File: src/rtl/perf_counter_bank_if.sv
// perf_counter_bank_if: control, event and readout bundle for the performance-counter bank
//   master drives halt/evt/clr/snap/rd_sel and observes rd_data/ovf/lock; slave is the bank.
interface perf_counter_bank_if #(
  parameter int NUM_EVT = 5,
  parameter int CNT_W   = 32,
  parameter int SEL_W   = 4
);
  logic               halt;
  logic [NUM_EVT-1:0] evt;
  logic               clr;
  logic               snap;
  logic [SEL_W-1:0]   rd_sel;
  logic [CNT_W-1:0]   rd_data;
  logic [NUM_EVT:0]   ovf;
  logic               lock;
  modport master (output halt, evt, clr, snap, rd_sel, input rd_data, ovf, lock);
  modport slave  (input halt, evt, clr, snap, rd_sel, output rd_data, ovf, lock);
endinterface

File: src/rtl/perf_counter_bank.sv
// perf_counter_bank: cycle + event counters with halt freeze, sticky overflow and snapshot readout
//   clk, rst    : clock, synchronous active-high reset
//   bus.halt    : core halted (level); freezes counting one cycle later
//   bus.evt     : event strobes, bit i counts into counter i+1
//   bus.clr     : clear live counters and overflow flags
//   bus.snap    : copy live counters into shadow registers
//   bus.rd_sel  : shadow select (0 = cycles), rd_data is registered
//   bus.ovf     : sticky overflow flags, bit 0 = cycle counter
//   bus.lock    : counting frozen by halt
module perf_counter_bank #(
  parameter int NUM_EVT = 5,
  parameter int CNT_W   = 32,
  parameter int SAT     = 0,
  parameter int SEL_W   = 4
) (
  input logic clk,
  input logic rst,
  perf_counter_bank_if.slave bus
);
  localparam int N = NUM_EVT + 1;
  typedef enum logic {RUN, FROZEN} state_t;
  state_t state, state_nxt;
  logic inc_en;
  logic [N-1:0] hit, ovf;
  logic [CNT_W-1:0] cnt [N];
  logic [CNT_W-1:0] shd [N];
  logic [CNT_W-1:0] nxt [N];
  logic [CNT_W-1:0] rd_mux, rd_data;
  always_ff @(posedge clk)
    state <= rst ? RUN : state_nxt;
  // The halting cycle itself still counts; while frozen, dropping halt counts immediately.
  always_comb begin
    state_nxt = bus.halt ? FROZEN : RUN;
    inc_en = (state == RUN) || !bus.halt;
  end
  assign hit = {bus.evt, 1'b1} & {N{inc_en}};
  always_comb begin
    for (int i = 0; i < N; i++)
      nxt[i] = (&cnt[i]) ? (SAT != 0 ? cnt[i] : '0) : cnt[i] + CNT_W'(1);
  end
  always_ff @(posedge clk) begin
    for (int i = 0; i < N; i++) begin
      if (rst || bus.clr) begin
        cnt[i] <= '0;
        ovf[i] <= 1'b0;
      end else if (hit[i]) begin
        cnt[i] <= nxt[i];
        ovf[i] <= ovf[i] | (&cnt[i]);
      end
    end
  end
  always_ff @(posedge clk) begin
    for (int i = 0; i < N; i++)
      if (rst) shd[i] <= '0;
      else if (bus.snap) shd[i] <= cnt[i];
  end
  // Selects beyond the last counter fall through to zero.
  always_comb begin
    rd_mux = '0;
    for (int i = 0; i < N; i++)
      if (bus.rd_sel == SEL_W'(i)) rd_mux = shd[i];
  end
  always_ff @(posedge clk)
    rd_data <= rst ? '0 : rd_mux;
  assign bus.rd_data = rd_data;
  assign bus.ovf = ovf;
  assign bus.lock = state == FROZEN;
endmodule

File: src/flat_wrapper.sv
// flat-port wrapper written by rule: the top's interface ports become plain ports
module perf_counter_bank_flat 
#(
  parameter int NUM_EVT = 5,
  parameter int CNT_W   = 32,
  parameter int SAT     = 0,
  parameter int SEL_W   = 4
)
  (clk, rst, bus_halt, bus_evt, bus_clr, bus_snap, bus_rd_sel, bus_rd_data, bus_ovf, bus_lock);
  perf_counter_bank_if #(.NUM_EVT(NUM_EVT), .CNT_W(CNT_W), .SEL_W(SEL_W)) bus_i ();
  input logic clk;
  input logic rst;
  input wire logic [$bits(bus_i.halt)-1:0] bus_halt;
  input wire logic [$bits(bus_i.evt)-1:0] bus_evt;
  input wire logic [$bits(bus_i.clr)-1:0] bus_clr;
  input wire logic [$bits(bus_i.snap)-1:0] bus_snap;
  input wire logic [$bits(bus_i.rd_sel)-1:0] bus_rd_sel;
  output wire logic [$bits(bus_i.rd_data)-1:0] bus_rd_data;
  output wire logic [$bits(bus_i.ovf)-1:0] bus_ovf;
  output wire logic [$bits(bus_i.lock)-1:0] bus_lock;
  assign bus_i.halt = bus_halt;
  assign bus_i.evt = bus_evt;
  assign bus_i.clr = bus_clr;
  assign bus_i.snap = bus_snap;
  assign bus_i.rd_sel = bus_rd_sel;
  assign bus_rd_data = bus_i.rd_data;
  assign bus_ovf = bus_i.ovf;
  assign bus_lock = bus_i.lock;
  perf_counter_bank #(.NUM_EVT(NUM_EVT), .CNT_W(CNT_W), .SAT(SAT), .SEL_W(SEL_W)) u_core (.clk(clk), .rst(rst), .bus(bus_i));
endmodule
File: config.mk
export PLATFORM = sky130hd
export DESIGN_NAME = perf_counter_bank_flat
export DESIGN_NICKNAME = d
export VERILOG_FILES = /design/src/rtl/perf_counter_bank_if.sv /design/src/rtl/perf_counter_bank.sv /design/src/flat_wrapper.sv
export SDC_FILE = /design/constraint.sdc
export NUM_CORES = 1
export LEC_CHECK = 0
export BUFFER_PORTS_ARGS = -buffer_cell sky130_fd_sc_hd__buf_4
export CORE_AREA = 2 2 186 188
export CTS_BUF_LIST = sky130_fd_sc_hd__clkbuf_16
export DETAILED_ROUTE_END_ITERATION = 10
export DIE_AREA = 0 0 188 190
export GPL_ROUTABILITY_DRIVEN = 0
export PLACE_DENSITY = 0.78
export SYNTH_ARGS = -nofsm -noshare
export SYNTH_HDL_FRONTEND = slang
export SYNTH_SLANG_ARGS = --single-unit
File: constraint.sdc
create_clock -name clk -period 9.55 [get_ports clk]
set_clock_uncertainty 0.1 [all_clocks]
set_input_delay 0.955 -clock clk [delete_from_list [all_inputs] [get_ports clk]]
set_output_delay 0.955 -clock clk [all_outputs]
set_load 0.005 [all_outputs]
==> out/metrics.cfg <==
[outcome]
outcome = finished, final reports clean

[clocking]
postCtsResizedCells = 0
clock_latency_ns = 0.54
clk_pin_slew_worst_paths_ns = 0.06
postCtsSetupBuffers = 0
numCtsBuffers = 44
cts_tree = done
cts_max_level = 2
cts_root_buf = clkbuf_16
clockBufferDepth = 3
holdBufCountCts = 0
cts_sinks = 423

[routing]
drc = 0
dr_total_vias = 13760
routed_wl_mm = 49.17
drt-pass1-iter-count = 6
wl_met2_mm = 21.85
wl_met3_mm = 5.466
ant_nets = 0
wl_per_cell_um = 21.92
met1_length_mm = 19.87
drt_iter0_drc = 1881
routed.top_layer = met4
viasPerCell = 6.136

[final_layout]
drive_gt1_frac = 0.08114
mostFrequentLayoutCell = edfxtp_1
num-fill-cells = 2520
area_growth_pct = 9.925
layout_common_cells = edfxtp_1, nor2_1, and2_1
layout.nets = 1778

[synthesis]
synth-edff-count = 384
synth_area_mm2 = 0.02001
synthFlopType = edfxtp_1
synthCells = 1731
synthArstFlopShare = 0
ys_seq_area_frac = 0.6154
syn_nets = 1751
ys_warn_count = 0
yosysUniqueCellTypes = 52
syn_area_per_cell_um2 = 11.56
ys_ff_latch = 423

[worst_setup_path]
critPathMaxFanout = 21
cpMaxStageDelayCell = nor2_1
start_kind = input pin
worstPathCellList = buf_4 > nor2b_1 > nand2b_1 > nor2_1 > a22oi_1 > a311oi_1
cp.arrival_ns = 4.14
r2r_setup_slack_ns = 6.37
endpoint_kind = flop
slowest_delay_ns = 0.91
crit_buf_inv = 1
cp_top_family = simple AND/OR/NAND/NOR gates
worstPathRequired_ns = 9.87
criticalPathCategory = in -> reg

[pwr]
power.share.clock = 0.391
power_switching_mw = 0.8963
p_leak_nw = 7.941
p_sw_frac = 0.2288
intPower_mw = 3.021
combPwrFrac = 0.046
power.sequential.fraction = 0.562
pwr_density_cell_mw_per_mm2 = 178.1
max-vdd-ir-drop_mv = 0.1409

[global_routing]
overflow = 0
grt_pass1_wl_mm = 74.50
track_usage = 0.2739
antenna_found_initial = 1
grt_pass1_vias = 12750
grt_max_degree = 115

[floorplanning]
rows = 68
fp.dieH_um = 190
core-area_mm2 = 0.03395
ios = 53
die_width_um = 188
start_util = 0.5893
fp.dieArea_mm2 = 0.03572

[place]
pre_cts_slack_ns = 5.287
io_buffers = 52
dp_hpwl_mm = 34.01

[sta]
hold_viol = 0
slew_viol_final = 0
fin_crit_ns = 3.818
rsz0062_at_grt = false
fin_crit_sh = 0.3998
maxSlewHeadroom = 0.2067
tightest_slew_ns = 1.189
setup_tns_ns = 0
finalSetupViolCount = 0
max_freq_ghz = 0.2619
setup_ws_ns = 5.732

[min_path]
min_path_type = reg -> reg

[flow_run]
cap_violations = 0

==> cell families (layout without fill, tap and decap cells) <==
| logic type | after synthesis | count (layout) | synth area share |
|---|---|---|---|
| and+or+nand+nor | 839 | 839 | 0.2163 |
| adders and majority gates | 6 | 6 | 0.003752 |
| buffers and inverters | 101 | 157 | 0.02145 |
| DFF | 423 | 423 | 0.6154 |
| AOI/OAI and AO/OA | 190 | 190 | 0.06786 |
| xor gates and xnor gates | 172 | 172 | 0.07530 |
| other | 0 | 1 | 0 |
==> metal layers <==
metal,vias up,global-route usage
met1,6621,0.3756
li1,6293,-
met4,0,0.1060
met2,739,0.4178
met3,110,0.07619
met5,-,0
==> state kept, by name, summed over array words and instances (netlist names) <==
signal and cells:
u_core.bus.lock 1, u_core.bus.ovf 6, u_core.bus.rd_data 32, u_core.cnt 192
u_core.shd 192
==> metrics by stage <==
| stage | util | total power [mW] | cell area, um^2 | std cells | hold slack, ns |
|---|---|---|---|---|---|
| floorplan | - | 2.320 | 20010 | 1731 | 0.3487 |
| global placement | 0.6107 | 2.408 | 20730 | 2167 | 0.3462 |
| detailed placement | 0.6107 | 2.412 | 20730 | 2167 | 0.3564 |
| CTS | 0.6478 | 3.925 | 21990 | 2242 | 0.3658 |
| global route | 0.6478 | 4.020 | 21990 | 2242 | 0.3908 |
| finish | 0.6478 | 3.917 | 21990 | 2243 | 0.3608 |
==> cell usage after synthesis, types with 2 or more instances <==
library cell / n / share of area
a311oi_1: 15 / 0.0066
and3_1: 25 / 0.0078
o21a_1: 2 / 0.00075
nor4_4: 2 / 0.0021
buf_4: 3 / 0.0011
o31ai_1: 2 / 0.00075
a21oi_1: 22 / 0.0055
xnor2_1: 56 / 0.025
dfxtp_1: 39 / 0.039
a31o_2: 2 / 0.00088
nand2_1: 121 / 0.023
ha_1: 6 / 0.0038
a2111oi_0: 16 / 0.0070
o21ai_0: 26 / 0.0065
nor2b_1: 4 / 0.0013
nand3_1: 93 / 0.023
or3_1: 4 / 0.0013
inv_1: 15 / 0.0028
or2_2: 3 / 0.00094
nand2b_1: 2 / 0.00063
nor3_1: 24 / 0.0060
and4_1: 22 / 0.0096
nor4_2: 4 / 0.0025
a31oi_1: 3 / 0.00094
o22a_1: 17 / 0.0074
nand4_1: 60 / 0.019
buf_6: 3 / 0.0017
o22ai_1: 18 / 0.0056
buf_2: 13 / 0.0033
o21bai_1: 17 / 0.0064
buf_1: 4 / 0.00075
edfxtp_1: 384 / 0.58
a21o_1: 15 / 0.0056
xor2_1: 116 / 0.051
nor4_1: 12 / 0.0038
nor2_1: 254 / 0.048
nand4_2: 2 / 0.0013
and2_1: 200 / 0.063
a22oi_1: 30 / 0.011
clkbuf_1: 63 / 0.012
==> worst register-to-register path, cell delays in order, from the launching register on <==
cell	delay, ns
edfxtp_1	0.43
and4_1	0.31
and4_1	0.61
nand3_1	0.24
o211ai_1	0.78
buf_4	0.38
nor2_1	0.08
==> final cells by class <==
class	instances	area (um^2)	share of cell area
clock buffers	45	1126	0.05120
well taps	455	569.3	0.02589
repair buffers	67	503.0	0.02287
flip-flops and latches	423	12310	0.5598
diodes	1	2.502	0.0001138
inverters	15	56.30	0.002560
clock inverters	30	132.6	0.006031
multi-input cells	1207	7291	0.3315
==> power groups by stage <==
stage	clock network, mW	registers [mW]	logic (mW)
finish	1.53	2.20	0.181
global route	1.61	2.21	0.197
CTS	1.55	2.20	0.179
detailed placement	0	2.23	0.177
global placement	0	2.24	0.173
floorplan	0	2.19	0.125
==> final timing paths <==
check,endpoint,depth (start not counted),start
setup / recovery,u_core.bus.rd_data[25],6,bus_rd_sel[1]
hold / removal,u_core.bus.ovf[1],2,u_core.bus.ovf[1]
setup reg to reg,u_core.cnt[2][24],6,u_core.cnt[2][7]
hold reg to reg,u_core.bus.ovf[1],2,u_core.bus.ovf[1]
Power figures use the tool's default switching activity.
